**src/rtl/dmem_access_ctrl.sv**
```systemverilog
// -----------------------------------------------------------------------------
// dmem_access_ctrl
// MEM-stage data-memory access sequencer. Takes the load/store held in EX/MEM,
// runs a variable-latency req/ready handshake with data memory, stalls the
// upstream pipeline and bubbles MEM/WB until the access completes, then
// presents lane-aligned, sign/zero-extended load data to MEM/WB.
//
// State table:
//   IDLE | waiting for a load/store; faults are flagged here without a request
//   BUSY | request outstanding, waiting for mem_ready or the timeout
//   DONE | one cycle: pipeline advances, MEM/WB captures the result
//
// Ports:
//   clk, rst                 clock, asynchronous active-high reset
//   MemRead_in, MemWrite_in  EX/MEM load / store request
//   funct3_in                RV32I access size and sign
//   addr_in, wdata_in        byte address, store data (low bits)
//   mem_req, mem_we          memory request and write select
//   mem_addr                 word-aligned address
//   mem_wdata, mem_wstrb     lane-replicated store data and byte enables
//   mem_ready, mem_rdata     memory completion and read word
//   stall, wb_bubble         pipeline freeze and MEM/WB writeback kill
//   load_data_out            extended load result
//   fault_out, timeout_out   one-cycle fault / timeout pulses
// -----------------------------------------------------------------------------
module dmem_access_ctrl #(
    parameter int unsigned TIMEOUT_CYCLES = 255
) (
    input  logic        clk,
    input  logic        rst,
    input  logic        MemRead_in,
    input  logic        MemWrite_in,
    input  logic [2:0]  funct3_in,
    input  logic [31:0] addr_in,
    input  logic [31:0] wdata_in,
    output logic        mem_req,
    output logic        mem_we,
    output logic [31:0] mem_addr,
    output logic [31:0] mem_wdata,
    output logic [3:0]  mem_wstrb,
    input  logic        mem_ready,
    input  logic [31:0] mem_rdata,
    output logic        stall,
    output logic        wb_bubble,
    output logic [31:0] load_data_out,
    output logic        fault_out,
    output logic        timeout_out
);

    typedef enum logic [1:0] {
        IDLE = 2'd0,
        BUSY = 2'd1,
        DONE = 2'd2
    } state_t;

    // Counter value in the last allowed BUSY cycle without mem_ready.
    localparam logic [7:0] WAIT_LAST = 8'(TIMEOUT_CYCLES - 1);

    state_t      state;
    logic [7:0]  wait_cnt;
    logic        timed_out;
    logic [1:0]  off_q;
    logic [2:0]  funct3_q;
    logic        is_store_q;
    logic [31:0] load_q;

    logic        op_any;
    logic        op_fault;
    logic [3:0]  lane_wstrb;
    logic [31:0] lane_wdata;
    logic [7:0]  sel_byte;
    logic [15:0] sel_half;
    logic [31:0] load_ext;

    // Request qualification: size/sign legality, alignment, read+write conflict.
    always_comb begin
        op_any   = MemRead_in | MemWrite_in;
        op_fault = 1'b0;
        case (funct3_in)
            3'b000:  op_fault = 1'b0;
            3'b001:  op_fault = addr_in[0];
            3'b010:  op_fault = |addr_in[1:0];
            3'b100:  op_fault = MemWrite_in;
            3'b101:  op_fault = MemWrite_in | addr_in[0];
            default: op_fault = 1'b1;
        endcase
        if (MemRead_in && MemWrite_in) begin
            op_fault = 1'b1;
        end
        if (!op_any) begin
            op_fault = 1'b0;
        end
    end

    // Store lane steering; replicated data lets memory pick any enabled lane.
    always_comb begin
        lane_wstrb = 4'b0000;
        lane_wdata = 32'h0;
        if (MemWrite_in) begin
            case (funct3_in[1:0])
                2'b00: begin
                    lane_wstrb = 4'b0001 << addr_in[1:0];
                    lane_wdata = {4{wdata_in[7:0]}};
                end
                2'b01: begin
                    lane_wstrb = 4'b0011 << addr_in[1:0];
                    lane_wdata = {2{wdata_in[15:0]}};
                end
                default: begin
                    lane_wstrb = 4'b1111;
                    lane_wdata = wdata_in;
                end
            endcase
        end
    end

    // Load extraction from the returned word using the latched byte offset.
    always_comb begin
        sel_byte = mem_rdata[{off_q, 3'b000} +: 8];
        sel_half = mem_rdata[{off_q[1], 4'b0000} +: 16];
        case (funct3_q)
            3'b000:  load_ext = {{24{sel_byte[7]}}, sel_byte};
            3'b100:  load_ext = {24'h0, sel_byte};
            3'b001:  load_ext = {{16{sel_half[15]}}, sel_half};
            3'b101:  load_ext = {16'h0, sel_half};
            default: load_ext = mem_rdata;
        endcase
        if (is_store_q) begin
            load_ext = 32'h0;
        end
    end

    always_ff @(posedge clk or posedge rst) begin
        if (rst) begin
            state      <= IDLE;
            wait_cnt   <= 8'h0;
            timed_out  <= 1'b0;
            off_q      <= 2'b00;
            funct3_q   <= 3'b000;
            is_store_q <= 1'b0;
            load_q     <= 32'h0;
            mem_we     <= 1'b0;
            mem_addr   <= 32'h0;
            mem_wdata  <= 32'h0;
            mem_wstrb  <= 4'b0000;
        end else begin
            case (state)
                IDLE: begin
                    if (op_any && !op_fault) begin
                        state      <= BUSY;
                        wait_cnt   <= 8'h0;
                        timed_out  <= 1'b0;
                        off_q      <= addr_in[1:0];
                        funct3_q   <= funct3_in;
                        is_store_q <= MemWrite_in;
                        mem_we     <= MemWrite_in;
                        mem_addr   <= {addr_in[31:2], 2'b00};
                        mem_wdata  <= lane_wdata;
                        mem_wstrb  <= lane_wstrb;
                    end
                end
                BUSY: begin
                    if (mem_ready || wait_cnt == WAIT_LAST) begin
                        // mem_ready wins over a timeout landing in the same cycle.
                        state     <= DONE;
                        timed_out <= !mem_ready;
                        load_q    <= mem_ready ? load_ext : 32'h0;
                        mem_we    <= 1'b0;
                        mem_addr  <= 32'h0;
                        mem_wdata <= 32'h0;
                        mem_wstrb <= 4'b0000;
                    end else begin
                        wait_cnt <= wait_cnt + 8'd1;
                    end
                end
                DONE: begin
                    state     <= IDLE;
                    timed_out <= 1'b0;
                    wait_cnt  <= 8'h0;
                end
                default: state <= IDLE;
            endcase
        end
    end

    assign mem_req       = (state == BUSY);
    assign load_data_out = load_q;

    // IDLE decode is combinational so a new op stalls in its first cycle;
    // gated by rst so every output reads 0 during reset.
    always_comb begin
        stall       = 1'b0;
        wb_bubble   = 1'b0;
        fault_out   = 1'b0;
        timeout_out = 1'b0;
        if (!rst) begin
            case (state)
                IDLE: begin
                    fault_out = op_fault;
                    stall     = op_any & ~op_fault;
                    wb_bubble = op_any;
                end
                BUSY: begin
                    stall     = 1'b1;
                    wb_bubble = 1'b1;
                end
                DONE: begin
                    wb_bubble   = timed_out;
                    timeout_out = timed_out;
                end
                default: ;
            endcase
        end
    end

endmodule

```
**config.mk**
```make
export PLATFORM = sky130hd
export DESIGN_NAME = dmem_access_ctrl
export DESIGN_NICKNAME = d
export VERILOG_FILES = /design/src/rtl/dmem_access_ctrl.sv
export SDC_FILE = /design/constraint.sdc
export NUM_CORES = 1
export LEC_CHECK = 0
export CORE_UTILIZATION = 48
export DETAILED_ROUTE_END_ITERATION = 6
export PLACE_DENSITY_LB_ADDON = 0.3
export SYNTH_ARGS = -nofsm -noshare
export SYNTH_HDL_FRONTEND = slang
export SYNTH_SLANG_ARGS = --single-unit
```
**constraint.sdc**
```tcl
create_clock -name clk -period 6.8 [get_ports clk]
set_input_delay 1.36 -clock clk [delete_from_list [all_inputs] [get_ports clk]]
set_output_delay 1.36 -clock clk [all_outputs]
set_load 0.05 [all_outputs]
```
Word level (Yosys, flattened, before mapping)
Index checks and enable logic that the tools add are counted.
{ "op_classes": {"n_shift": 4, "reduce_logical": 18, "n_lt_le_gt_ge": 0, "n_mux": 38, "n_addsub": 1, "eq_ne": 14, "div_mod_pow": 0, "bitwise": 4, "multipliers": 0} }
{ "ops": {"columns": ["operator", "n"], "rows": [
  ["2-to-1 mux 32 bit", 6],
  ["one-hot mux 32 bit (2 select lines)", 3],
  ["one-hot mux 32 bit (4 select lines)", 1],
  ["variable part select 32 x 6 -> 16 bit", 1],
  ["variable part select 32 x 6 -> 8 bit", 1],
  ["one-hot mux 8 bit (3 select lines)", 1],
  ["2-to-1 mux 8 bit", 2],
  ["one-hot mux 4 bit (2 select lines)", 2],
  ["== test 3 bit, second input constant", 4],
  ["2-to-1 mux 1 bit", 12],
  ["2-to-1 mux 4 bit", 3],
  ["AND reduction 3 bit", 3],
  ["adder 8 x 1 -> 8 bit, second input constant", 1],
  ["== test 8 bit, second input constant", 1],
  ["== test 3 x 1 -> 1 bit, second input constant", 2],
  ["zero test 3 bit", 2],
  ["one-hot mux 1 bit (3 select lines)", 2],
  ["AND reduction 2 bit", 3],
  ["one-hot mux 1 bit (5 select lines)", 1],
  ["== test 2 x 1 -> 1 bit, second input constant", 2],
  ["zero test 2 bit", 2],
  ["2-to-1 mux 2 bit", 2],
  ["inequality test 2 bit, second input constant", 2],
  ["one-hot mux 1 bit (2 select lines)", 2],
  ["other kinds (15)", 18]
]} }
{ "totals": {"input_bits": 104, "wordCells": 90, "ff_bits": 118, "output_inout_bits": 106, "mem_bits_ro": 0, "ram_bits": 0, "mem_count": 0, "latchBits": 0} }

Logic depth before layout (Yosys ltp)
{ "logic_depth": {"depth_word": 8, "depth_mapped": 9, "ltp_nobuf": 7} }

Least setup slack after synthesis
No wires, ideal clock.
{ "synth_timing": {"path_type": "input -> output", "from": "input rst", "to": "output fault_out", "n_path_buf": 0, "required_ns": 5.440, "arrival_time_ns": 4.537, "setup_slack_ns": 0.903, "stages": 2, "path_cell_list": "inv_1 and3_1"} }
{ "synth_via": {"elab_chain_cells": 1} }
{ "synth_lines": {"columns": ["element", "line", "text"], "rows": [
  ["start, declared", "30", "input logic rst,"],
  ["2-to-1 mux 1 bit", "196", "if (!rst) begin"],
  ["end, declared", "46", "output logic fault_out,"]
]} }
No other way between the ends.

Worst setup path after layout
{ "layout_timing": {"from": "input funct3_in[0]", "to": "output stall"} }
{ "layout_via": {"elab_chain_cells": 8, "word_cells_on_any_way": 12, "cone_classes": "4 x eq/ne; 5 x mux; 2 x bitwise; 1 x reduce/logical"} }
{ "layout_lines": {"columns": ["element", "line", "text"], "rows": [
  ["start, declared", "33", "input logic [2:0] funct3_in,"],
  ["== test 3 bit (tied with other cells)", "79", "case (funct3_in)"],
  ["one-hot mux 1 bit (5 select lines) *", "79", null],
  ["2-to-1 mux 1 bit *", "87", "if (MemRead_in && MemWrite_in) begin"],
  ["2-to-1 mux 1 bit *", "90", "if (!op_any) begin"],
  ["inverter 1 bit *", "200", "stall = op_any & ~op_fault;"],
  ["bitwise AND 1 bit *", "200", null],
  ["one-hot mux 1 bit (2 select lines) *", "197", "case (state)"],
  ["2-to-1 mux 1 bit *", "196", null],
  ["end, declared", "43", "output logic stall,"]
]} }
Every way passes the cells marked *; elsewhere a longest branch is shown, timed or not.

==> impl_metrics.prom <==
# TYPE chip_impl_metric gauge
chip_impl_metric{name="stdcell_area",unit="um^2"} 8280
chip_impl_info{name="worstHoldPathType",value="register to register"} 1
chip_impl_info{name="setup_repair_after_global_routing_missed_its_margin",value="false"} 1
chip_impl_info{name="tritoncts",value="done"} 1
chip_impl_metric{name="max_clock_freq",unit="MHz"} 185
chip_impl_metric{name="timing.max_slew.rel_slack",unit="%"} 19.2
chip_impl_info{name="run_status",value="finished, final reports clean"} 1
chip_impl_metric{name="finalSetupViolations",unit=""} 0
chip_impl_info{name="rr_endpoint",value="load_data_out[31]$_DFFE_PP0P_"} 1
chip_impl_metric{name="overall_via_count_from_detail_route",unit=""} 5023
chip_impl_metric{name="die_width",unit="um"} 110
chip_impl_metric{name="crit_path_max_fanout",unit=""} 15
chip_impl_metric{name="drive_gt1_share",unit="%"} 9.65
chip_impl_metric{name="route.detailed.vias_per_inst",unit=""} 6.00
chip_impl_metric{name="worstSkewPairLatency",unit="ns"} 0.42
chip_impl_metric{name="cts_max_path_buffers",unit=""} 2
chip_impl_metric{name="clk_pin_slew_worst_paths",unit="ns"} 0.06
chip_impl_metric{name="number_of_iterations_in_the_first_detailed_routing_pass",unit=""} 6
chip_impl_metric{name="data_arrival_time_at_the_worst_slack_endpoint",unit="ns"} 4.04
chip_impl_metric{name="rows",unit=""} 39
chip_impl_metric{name="port-buffer-count",unit=""} 207
chip_impl_info{name="holdCritStartpoint",value="load_data_out[3]$_DFFE_PP0P_"} 1
chip_impl_metric{name="synth_cell_types",unit=""} 49
chip_impl_metric{name="fin_tns_setup",unit="ns"} 0
chip_impl_metric{name="grt_pass1_wl",unit="um"} 26100
chip_impl_metric{name="place_congestion",unit=""} 0.851
chip_impl_metric{name="max_slew.worst_pin.slew",unit="ns"} 1.21
chip_impl_info{name="crit_path_top_delay_cell",value="sky130_fd_sc_hd__clkdlybuf4s50_1"} 1
chip_impl_metric{name="vdd.ir_drop.worst",unit="mV"} 0.265
chip_impl_metric{name="critPathRequiredTime",unit="ns"} 5.44
chip_impl_metric{name="dieArea",unit="um^2"} 12200
chip_impl_metric{name="syn_area",unit="um^2"} 5640
chip_impl_metric{name="htree_levels",unit=""} 4
chip_impl_metric{name="finish.net_count",unit=""} 787
chip_impl_metric{name="number_of_global_route_vias_before_repair",unit=""} 5071
chip_impl_metric{name="count_of_yosys_warnings_during_synthesis",unit=""} 0
chip_impl_metric{name="power.total",unit="mW"} 3.39
chip_impl_metric{name="io_pins",unit=""} 210
chip_impl_metric{name="num_antenna_cells",unit=""} 0
chip_impl_metric{name="ff2ff_setup_slack",unit="ns"} 4.28
chip_impl_metric{name="final.fill_count",unit=""} 816
chip_impl_metric{name="finalMaxSlewViolations",unit=""} 0
chip_impl_info{name="startpoint_of_the_most_critical_register_to_register_path",value="state[0]$_DFFE_PP0P_"} 1
chip_impl_metric{name="pwr_density_cell",unit="nW/um^2"} 409
chip_impl_metric{name="fin_worst_skew",unit="ns"} 0.0117
chip_impl_metric{name="period_minus_slack",unit="ns"} 5.40
chip_impl_metric{name="synth_seq_cells",unit=""} 116
chip_impl_info{name="endpoint_kind",value="output pin"} 1
chip_impl_metric{name="leakage_power_figure",unit="nW"} 3.65
chip_impl_metric{name="layout_utilization",unit="%"} 72.6
chip_impl_metric{name="max_cap_viol_count",unit=""} 0
chip_impl_metric{name="min_path_cells",unit=""} 2
chip_impl_metric{name="post_dp_cell_area",unit="um^2"} 7690
chip_impl_metric{name="global_route.overflow_total",unit=""} 0
chip_impl_info{name="clock_tree.root_cell",value="sky130_fd_sc_hd__clkbuf_16"} 1
chip_impl_metric{name="cts_inserted_buffers",unit=""} 17
chip_impl_metric{name="routedWlPerCell",unit="um"} 20.3
chip_impl_metric{name="core_area",unit="um^2"} 11400
chip_impl_metric{name="drc_errors",unit=""} 0
chip_impl_metric{name="post_synth_inst_count",unit=""} 490
chip_impl_metric{name="reg2reg_depth",unit=""} 5
chip_impl_metric{name="largest_net_degree_at_the_start_of_global_routing",unit=""} 71
chip_impl_metric{name="die_h",unit="um"} 110
chip_impl_info{name="critPathTopFamily",value="buffers and inverters"} 1
chip_impl_metric{name="avg_cell_area_syn",unit="um^2"} 11.5
chip_impl_info{name="critical_path.most_common_cell",value="sky130_fd_sc_hd__clkdlybuf4s50_1"} 1
chip_impl_metric{name="hold_buffer_count_at_cts",unit=""} 0
chip_impl_info{name="critical_path.cell_chain",value="clkdlybuf4s50_1, nor2_4, a21o_2, a21oi_1, nor3_1, clkdlybuf4s50_1"} 1
chip_impl_metric{name="ant_nets",unit=""} 0
chip_impl_metric{name="post_layout_nonfiller_instances",unit=""} 837
chip_impl_metric{name="clkSinkCount",unit=""} 116
chip_impl_metric{name="place.detailed.instances",unit=""} 805
chip_impl_metric{name="drt-total-wl",unit="um"} 17000
chip_impl_metric{name="detailedRoute.firstIterationViolations",unit=""} 373
chip_impl_metric{name="post-cts-setup-buffers",unit=""} 0
chip_impl_metric{name="number_of_gates_resized_after_cts",unit=""} 0
chip_impl_metric{name="starting_utilization_of_the_core_area",unit="%"} 49.4
chip_impl_metric{name="grt_antenna_before_repair",unit=""} 0
chip_impl_metric{name="register_area_share_after_synthesis",unit="%"} 51.5
chip_impl_metric{name="global_route.usage.total",unit="%"} 28.8
chip_impl_info{name="start_kind",value="primary input"} 1
chip_impl_metric{name="post-route-period-util",unit="%"} 79.5
chip_impl_metric{name="synthToLayoutAreaGrowth",unit="%"} 46.9
chip_impl_metric{name="hold_violations",unit=""} 0
chip_impl_metric{name="cpPeakStageDelay",unit="ns"} 0.85
chip_impl_info{name="critical_path_class",value="primary input to output pin"} 1
chip_impl_info{name="worst_hold_path.endpoint",value="load_data_out[3]$_DFFE_PP0P_"} 1
chip_impl_metric{name="dp_hpwl",unit="um"} 11600
chip_impl_metric{name="critical_path.n_buffers_inverters",unit=""} 2
## cell families after synthesis
family	count (synthesis)	share of synthesized area, %
fa+ha+maj	2	0.444
buf+inv	62	6.03
flops	116	51.5
mux	43	10.1
simple gates	82	7.17
other cells	1	0.0665
compound gates	184	24.7
## cells in the mapped netlist (all sizes together)
| cell | instances | area [um^2] |
|---|---|---|
| and3 | 2 | 12.5 |
| inv | 20 | 75.1 |
| ha | 2 | 25.0 |
| and4 | 1 | 11.3 |
| a32oi | 2 | 25.0 |
| nor2 | 10 | 45.0 |
| a21o | 12 | 91.3 |
| o211ai | 1 | 7.51 |
| a221oi | 7 | 61.3 |
| nand2b | 7 | 51.3 |
| a22o | 31 | 272 |
| nand3 | 6 | 30.0 |
| clkbuf | 18 | 67.6 |
| nand2 | 41 | 156 |
| dfrtp | 116 | 2900 |
| o21bai | 2 | 15.0 |
| a32o | 28 | 280 |
| nand4 | 2 | 12.5 |
| or3 | 1 | 6.26 |
| a221o | 17 | 170 |
| a21oi | 14 | 70.1 |
| mux2i | 21 | 214 |
| o22ai | 10 | 62.6 |
| buf | 24 | 198 |
| a22oi | 1 | 7.51 |
| conb | 1 | 3.75 |
| nor3 | 5 | 35.0 |
| or2 | 4 | 25.0 |
| o31a | 1 | 8.76 |
| nor2b | 3 | 18.8 |
| o31ai | 4 | 30.0 |
| o2bb2ai | 3 | 26.3 |
| o21ai | 49 | 253 |
| mux2 | 15 | 173 |
| mux4 | 7 | 184 |
| a31oi | 2 | 12.5 |
## cell usage in the layout (no fill, tap or decap), drive strengths merged, types with 15 or more instances in the layout
cell,instances
inv,20
dfrtp,116
nand2,41
a221o,17
a32o,28
a22o,31
mux2i,21
mux2,15
clkbuf,24
clkdlybuf4s50,207
o21ai,49
## worst register-to-register path: cells and delay by family, from the launching register on
kind | cells | cell delay (ns)
and+or+nand+nor | 3 | 1.36
DFF | 1 | 0.59
AOI/OAI and AO/OA | 1 | 0.32
buffers and inverters | 1 | 0.18
## cell type report
cell class,count,area [um^2],share of cell area [%]
inverters,20,77.6,0.936
multi-input cells,313,2420,29.2
clock buffers,24,492,5.94
well taps,143,179,2.16
flip-flops and latches,116,2900,35.0
clock inverters,8,98.8,1.19
repair buffers,213,2120,25.6
## worst max path at each step
stage	start	endpoint	slack, ns	depth (start not counted)
2_1_floorplan	rst	fault_out	0.90	2
3_3_place_gp	funct3_in[0]	fault_out	1.47	7
3_5_place_dp	funct3_in[0]	stall	1.42	6
4_1_cts	funct3_in[0]	stall	1.41	6
5_1_grt	funct3_in[0]	fault_out	1.23	7
6_report	funct3_in[0]	stall	1.40	6
## metal layers
layer | vias to the layer above | wire length, um | global-route usage (%)
met3 | 38 | 1630 | 10.5
met1 | 2436 | 6480 | 34.8
met2 | 298 | 8530 | 47.8
met5 | - | 0 | 0
li1 | 2251 | - | -
met4 | 0 | 367 | 9.59
## sequential cells by signal (all words and copies together) (netlist names)
name,cells
mem_wdata,32
wait_cnt,8
is_store_q,1
state,2
mem_wstrb,4
mem_we,1
mem_addr,30
load_data_out,32
timed_out,1
funct3_q,3
off_q,2
## through the flow
step / setup slack (ns) / hold slack, ns
2_1_floorplan: 0.903 / 0.480
3_3_place_gp: 1.47 / 0.459
3_5_place_dp: 1.42 / 0.464
4_1_cts: 1.41 / 0.477
5_1_grt: 1.23 / 0.495
6_report: 1.40 / 0.476
## power breakdown
group          leakage [nW]  switching, mW  internal, mW
registers              1.52          0.159         0.874
clock network         0.286          0.313         0.576
logic                  1.84          0.922         0.540
Power figures use the tool's default switching activity.
